===== src/rtl/rf_port_arbiter_pkg.sv =====
// Shared definitions for the register-file port arbiter: address width, default
// data width, requester indices and the read-pending record.
package rf_port_arbiter_pkg;

  localparam int REG_AW     = 5;
  localparam int DW_DEFAULT = 32;

  localparam logic REQ_CORE = 1'b0;
  localparam logic REQ_DBG  = 1'b1;

  typedef logic [REG_AW-1:0] reg_addr_t;

  typedef struct packed {
    logic valid;
    logic owner;
    logic fwd_a;
    logic fwd_b;
  } rd_pend_t;

  // The register file drops writes to r0, so those never forward.
  function automatic logic fwd_hit(input logic wr_gnt, input reg_addr_t rw, input reg_addr_t ra);
    return wr_gnt && (rw != {REG_AW{1'b0}}) && (rw == ra);
  endfunction

endpackage


===== src/rtl/rf_port_arbiter_rr_arb2.sv =====
// Two-input arbiter with a last-grant pointer: round-robin when RR_EN is set,
// otherwise fixed priority to input 0. No grants while rst is high.
module rf_port_arbiter_rr_arb2
  import rf_port_arbiter_pkg::*;
#(
  parameter bit RR_EN = 1'b1
) (
  input  logic clk,
  input  logic rst,
  input  logic req0,
  input  logic req1,
  output logic gnt0,
  output logic gnt1
);

  logic last_r;

  // Grant selection; on contention the requester not served last wins.
  always_comb begin
    gnt0 = 1'b0;
    gnt1 = 1'b0;
    if (rst) begin
      gnt0 = 1'b0;
      gnt1 = 1'b0;
    end else if (req0 && req1) begin
      if (RR_EN) begin
        gnt0 = last_r;
        gnt1 = ~last_r;
      end else begin
        gnt0 = 1'b1;
        gnt1 = 1'b0;
      end
    end else begin
      gnt0 = req0;
      gnt1 = req1;
    end
  end

  // Last-grant pointer, reset to requester 1 so requester 0 wins first.
  always_ff @(posedge clk) begin
    if (rst) begin
      last_r <= REQ_DBG;
    end else if (gnt0 || gnt1) begin
      last_r <= gnt1;
    end else begin
      last_r <= last_r;
    end
  end

endmodule


===== src/rtl/rf_port_arbiter.sv =====
// Shares the register file's read and write ports between the core controller
// and the debug unit, with same-cycle write forwarding into read responses.
module rf_port_arbiter
  import rf_port_arbiter_pkg::*;
#(
  parameter bit RR_EN = 1'b1,
  parameter int DW    = DW_DEFAULT
) (
  input  logic              clk,
  input  logic              rst,
  input  logic              cmd_valid_0,
  input  logic              cmd_valid_1,
  output logic              cmd_ready_0,
  output logic              cmd_ready_1,
  input  logic              cmd_we_0,
  input  logic              cmd_we_1,
  input  logic [REG_AW-1:0] cmd_ra_0,
  input  logic [REG_AW-1:0] cmd_ra_1,
  input  logic [REG_AW-1:0] cmd_rb_0,
  input  logic [REG_AW-1:0] cmd_rb_1,
  input  logic [REG_AW-1:0] cmd_rw_0,
  input  logic [REG_AW-1:0] cmd_rw_1,
  input  logic [DW-1:0]     cmd_wdata_0,
  input  logic [DW-1:0]     cmd_wdata_1,
  output logic              rsp_valid_0,
  output logic              rsp_valid_1,
  output logic [DW-1:0]     rsp_a_0,
  output logic [DW-1:0]     rsp_a_1,
  output logic [DW-1:0]     rsp_b_0,
  output logic [DW-1:0]     rsp_b_1,
  output logic [REG_AW-1:0] rf_ra,
  output logic [REG_AW-1:0] rf_rb,
  output logic [REG_AW-1:0] rf_rw,
  output logic [DW-1:0]     rf_busw,
  output logic              rf_regwr,
  input  logic [DW-1:0]     rf_busa,
  input  logic [DW-1:0]     rf_busb
);

  logic rd_req0_s, rd_req1_s, wr_req0_s, wr_req1_s;
  logic rd_gnt0_s, rd_gnt1_s, wr_gnt0_s, wr_gnt1_s;
  rd_pend_t pend_r;
  logic [DW-1:0] wdata_r;
  logic [DW-1:0] data_a_s, data_b_s;
  logic [DW-1:0] rsp_a0_r, rsp_b0_r, rsp_a1_r, rsp_b1_r;

  assign rd_req0_s = cmd_valid_0 & ~cmd_we_0;
  assign rd_req1_s = cmd_valid_1 & ~cmd_we_1;
  assign wr_req0_s = cmd_valid_0 &  cmd_we_0;
  assign wr_req1_s = cmd_valid_1 &  cmd_we_1;

  rf_port_arbiter_rr_arb2 #(.RR_EN(RR_EN)) u_rd_arb (
    .clk  (clk),
    .rst  (rst),
    .req0 (rd_req0_s),
    .req1 (rd_req1_s),
    .gnt0 (rd_gnt0_s),
    .gnt1 (rd_gnt1_s)
  );

  rf_port_arbiter_rr_arb2 #(.RR_EN(RR_EN)) u_wr_arb (
    .clk  (clk),
    .rst  (rst),
    .req0 (wr_req0_s),
    .req1 (wr_req1_s),
    .gnt0 (wr_gnt0_s),
    .gnt1 (wr_gnt1_s)
  );

  assign cmd_ready_0 = rd_gnt0_s | wr_gnt0_s;
  assign cmd_ready_1 = rd_gnt1_s | wr_gnt1_s;

  // Register file read-port mux; idle ports park at address 0.
  always_comb begin
    rf_ra = {REG_AW{1'b0}};
    rf_rb = {REG_AW{1'b0}};
    if (rd_gnt0_s) begin
      rf_ra = cmd_ra_0;
      rf_rb = cmd_rb_0;
    end else if (rd_gnt1_s) begin
      rf_ra = cmd_ra_1;
      rf_rb = cmd_rb_1;
    end else begin
      rf_ra = {REG_AW{1'b0}};
      rf_rb = {REG_AW{1'b0}};
    end
  end

  // Register file write-port mux.
  always_comb begin
    rf_rw    = {REG_AW{1'b0}};
    rf_busw  = {DW{1'b0}};
    rf_regwr = 1'b0;
    if (wr_gnt0_s) begin
      rf_rw    = cmd_rw_0;
      rf_busw  = cmd_wdata_0;
      rf_regwr = 1'b1;
    end else if (wr_gnt1_s) begin
      rf_rw    = cmd_rw_1;
      rf_busw  = cmd_wdata_1;
      rf_regwr = 1'b1;
    end else begin
      rf_rw    = {REG_AW{1'b0}};
      rf_busw  = {DW{1'b0}};
      rf_regwr = 1'b0;
    end
  end

  // Pending read: owner, forwarding flags and the coincident write data.
  always_ff @(posedge clk) begin
    if (rst) begin
      pend_r  <= '{1'b0, 1'b0, 1'b0, 1'b0};
      wdata_r <= {DW{1'b0}};
    end else begin
      pend_r.valid <= rd_gnt0_s | rd_gnt1_s;
      pend_r.owner <= rd_gnt1_s;
      pend_r.fwd_a <= fwd_hit(rf_regwr, rf_rw, rf_ra);
      pend_r.fwd_b <= fwd_hit(rf_regwr, rf_rw, rf_rb);
      wdata_r      <= rf_busw;
    end
  end

  // The register file shows the pre-write value, so a coincident write wins here.
  assign data_a_s    = pend_r.fwd_a ? wdata_r : rf_busa;
  assign data_b_s    = pend_r.fwd_b ? wdata_r : rf_busb;
  assign rsp_valid_0 = pend_r.valid & (pend_r.owner == REQ_CORE) & ~rst;
  assign rsp_valid_1 = pend_r.valid & (pend_r.owner == REQ_DBG)  & ~rst;

  // Last delivered response per requester, shown while that requester is idle.
  always_ff @(posedge clk) begin
    if (rst) begin
      rsp_a0_r <= {DW{1'b0}};
      rsp_b0_r <= {DW{1'b0}};
      rsp_a1_r <= {DW{1'b0}};
      rsp_b1_r <= {DW{1'b0}};
    end else if (rsp_valid_0) begin
      rsp_a0_r <= data_a_s;
      rsp_b0_r <= data_b_s;
    end else if (rsp_valid_1) begin
      rsp_a1_r <= data_a_s;
      rsp_b1_r <= data_b_s;
    end else begin
      rsp_a0_r <= rsp_a0_r;
      rsp_b0_r <= rsp_b0_r;
      rsp_a1_r <= rsp_a1_r;
      rsp_b1_r <= rsp_b1_r;
    end
  end

  // Response routing to the owning requester.
  always_comb begin
    rsp_a_0 = rsp_a0_r;
    rsp_b_0 = rsp_b0_r;
    rsp_a_1 = rsp_a1_r;
    rsp_b_1 = rsp_b1_r;
    if (rsp_valid_0) begin
      rsp_a_0 = data_a_s;
      rsp_b_0 = data_b_s;
    end else if (rsp_valid_1) begin
      rsp_a_1 = data_a_s;
      rsp_b_1 = data_b_s;
    end else begin
      rsp_a_0 = rsp_a0_r;
      rsp_b_0 = rsp_b0_r;
    end
  end

endmodule


===== config.mk =====
export PLATFORM = sky130hd
export DESIGN_NAME = rf_port_arbiter
export DESIGN_NICKNAME = d
export VERILOG_FILES = /design/src/rtl/rf_port_arbiter_pkg.sv /design/src/rtl/rf_port_arbiter_rr_arb2.sv /design/src/rtl/rf_port_arbiter.sv
export SDC_FILE = /design/constraint.sdc
export NUM_CORES = 1
export LEC_CHECK = 0
export CORE_MARGIN = 2
export CORE_UTILIZATION = 40
export DETAILED_ROUTE_END_ITERATION = 8
export GPL_ROUTABILITY_DRIVEN = 0
export PLACE_DENSITY = 0.81
export SLEW_MARGIN = 40
export SYNTH_ARGS = -nofsm -noshare
export SYNTH_HDL_FRONTEND = slang
export SYNTH_SLANG_ARGS = --single-unit
export TNS_END_PERCENT = 30

===== constraint.sdc =====
create_clock -name clk -period 2.2 [get_ports clk]
set_input_delay 0.44 -clock clk [delete_from_list [all_inputs] [get_ports clk]]
set_output_delay 0.44 -clock clk [all_outputs]
set_load 0.01 [all_outputs]

==> metrics.md <==
| Metric | Value |
|---|---|
| Tightest Pin Transition | 688.7 ps |
| Total number of vias | 7742 |
| Distinct cells, synth | 30 |
| Hold EP | pend_r[0] |
| #FFs+latches synth | 166 |
| Sequential-to-total area share from yosys stat | 0.4634 |
| IO Pins | 344 |
| Register area | 3333 sq um |
| Area occupied by multi-input gates | ~4000 sq um |
| RSZ-0062 raised after global routing | true |
| Mapped cell area | 7172 sq um |
| Core footprint | 17420 sq um |
| Worst path required time | 1760 ps |
| Drt initial violations | 405 |
| Min Tclk post-route | 2339 ps |
| Final wirelength | 29.47 mm |
| Synth area leader | dfxtp_1 |
| Crit start category | register |
| All-Layer GR Usage | 0.2824 |
| Final worst slack | -139.2 ps |
| # fillers | 1325 |
| Fraction of registers with async set/reset | 0 |
| Synthesis-to-finish area growth | 75.87% |
| Top cells by count, synth | dfxtp_1 (166), nor2b_1 (129), a22o_1 (74) |
| Failing checks | setup timing |
| CP max stage cell | dfxtp_2 |
| Clk_lat worst skew | 430 ps |
| Crit-path max FO | 8 |
| Post-synthesis cell count | 802 |
| Worst Path Buf+Inv | 4 |
| Hpwl dp | between 15 and 20 mm |
| P_leak | around 5.5 nW |
| GR Overflow Total | 0 |
| Outcome | finished, violations left |
| Final-report hold violation count | 0 |
| Fmax | 427.5 MHz |
| Clock Skews | 12.63 ps |
| Final Max Tran Viols | 0 |
| Hold Crit Depth | 3 |
| Die area | between 15000 and 20000 sq um |
| Die W | roughly 140 microns |
| Setup-failing EPs final | 54 |
| Slowest cell delay on critical path | ~360 ps |
| Worst setup EP type | output port |
| Die height | 137.9 microns |
| Cell count of the worst reg-to-reg path | 14 |
| Syn Area/Cell | 8.942 sq um |
| Area after DPL | 11420 sq um |
| Final Total Pwr | between 7 and 8 mW |
| Final Cell Area | 12610 sq um |
| Kind of critical path | register to output port |
| Share of layout cells above drive strength 1 | 0.3774 |
| Port buffer count | about 340 |
| Top FF cell, synth | dfxtp_1 |
| Peak VDD IR | ~0.00055 V |
| Clock root cell | clkbuf_16 |
| Reg-to-reg setup timing slack | -60 ps |
| Worst R2R End | pend_r[0] |
| First-pass GRT wire length | 40.55 mm |
| ANT nets after route | 0 |
| Reg clk slew, reported paths | 70 ps |
| DRT Pass-1 Iters | 5 |
| Synth warnings | 0 |
| Initial antenna violation count | 0 |
| Leading post-synthesis cells by cell area | dfxtp_1 (46%), nor2b_1 (11%), a22o_1 (9.0%) |
| Num rows | between 40 and 50 |
| Hold crit path type | input port to register |
| Yosys top cell area share | 0.4634 |
| # DRC | 0 |
| Vias/cell | approximately 5.2 |
| Ant diodes | 0 |
| Final period util | 1.063 |
| Largest net degree at the start of global routing | 67 |
| Post-synth EDFFs | 0 |
| Critical path cell sequence | and3b_2, nor3_4, buf_6, buf_12, buf_4, a22o_1, buf_2 |
| H-tree Lvls | 4 |
| Worst Hold Launch | rst |
| CTS tree | built |
| Max-slew headroom | 0.5409 |
| Dpl ws | -667.2 ps |
| Cts bufs inserted | 17 |
| CTS Buffer Depth | 2 |
| FF-to-FF Start | u_wr_arb.last_r |
| Pwr per Cell Area | 630.3 nW/um^2 |
| Starting Density | 0.4118 |
| Worst path arrival time | roughly 1900 ps |
| WL/cell | 19.90 microns |
| Syn nets | 966 |
| CP top delay family | buffers and inverters |
| NumNets Final | 1407 |
| Vias in the first global route | 7565 |
| Sink Count | approximately 170 |
| Count leader, synth | dfxtp_1 |
| Max-cap violations | 0 |
## sequential cells by signal, summed over array words and instances, names as in the netlist
name	flops
rsp_a0_r	32
rsp_b0_r	32
wdata_r	32
rsp_a1_r	32
u_rd_arb.last_r	1
u_wr_arb.last_r	1
pend_r	4
rsp_b1_r	32
## where the power goes
| group | internal [mW] | leakage [nW] | switching [mW] |
|---|---|---|---|
| clock network | 1.74 | 0.301 | 1.31 |
| registers | 3.11 | 1.35 | 0.0583 |
| logic | 0.913 | 3.86 | 0.815 |
| total | 5.77 | 5.52 | 2.18 |
## cells in the final DEF (no fill, tap or decap), types with 44 or more instances in the layout
cell,synthesis,layout
a22o_1,74,74
clkdlybuf4s50_1,0,159
clkbuf_2,0,44
nor2b_1,129,129
a21oi_2,0,46
buf_2,31,119
dfxtp_1,166,160
nor2_1,64,51
buf_4,1,90
nand2_1,66,65
## metal layers
metal  vias to the layer above  share of wire  track usage
met3                        61          0.077      0.07529
met4                         0          0.032       0.1100
li1                       3642              -            -
met5                         -              0            0
met1                      3710           0.38       0.3150
met2                       329           0.51       0.5105
## tightest hold or removal path: cells and delay by family
family | cells | cell delay, ps
AND/OR/NAND/NOR | 1 | 40
buffers and inverters | 2 | 290
## cells by family (layout without fill, tap and decap cells)
family	count (synthesis)	count (layout)	synth area share
multiplexers	64	64	0.08932
AND/OR/NAND/NOR	277	277	0.2003
buffers and inverters	73	527	0.04414
AO/OA/AOI/OAI	212	212	0.1907
flip-flops	166	166	0.4634
XOR/XNOR	10	10	0.01221
## how the worst max path moves through the flow
stage	slack (ps)	to	cells after the start	startpoint
after detailed placement	-670	rf_busw[20]	7	cmd_valid_1
after CTS	-240	rsp_a_1[31]	5	pend_r[1]
after global placement	-610	rf_busw[7]	7	cmd_valid_1
after floorplan	160	rf_busw[10]	5	cmd_we_1
after global routing	-210	rf_busw[7]	7	u_wr_arb.last_r
final	-140	rf_busw[7]	7	u_wr_arb.last_r
## repair_timing
item / in CTS / in global routing
setup endpoints to repair: 181 / 178
gates cloned: 9 / 7
gates resized for setup: 655 / 255
hold buffers: 0 / 0
pin swaps: 29 / 16
endpoints found under the hold margin: 0 / 0
setup buffers: 35 / 20
## area by class of cell
type / instances / share of cell area
timing repair buffer: 489 / 0.3430
inverter: 6 / 0.001786
clock inverter: 14 / 0.01309
multi-input combinational: 563 / 0.3207
sequential: 166 / 0.2643
clock buffer: 18 / 0.03482
tap: 225 / 0.02232
## metrics by stage
| stage | util | TNS, ps | instances | hold WS [ps] |
|---|---|---|---|---|
| after floorplan | - | 0 | 802 | 471.1 |
| after global placement | 0.6558 | -54610 | 1387 | 480.6 |
| after detailed placement | 0.6558 | -54670 | 1387 | 505.4 |
| after CTS | 0.7054 | -4647 | 1461 | 371.4 |
| after global routing | 0.7242 | -10980 | 1481 | 392.9 |
| final | 0.7242 | -4490 | 1481 | 396.9 |
Note: power is estimated with default switching activity, not from simulation.
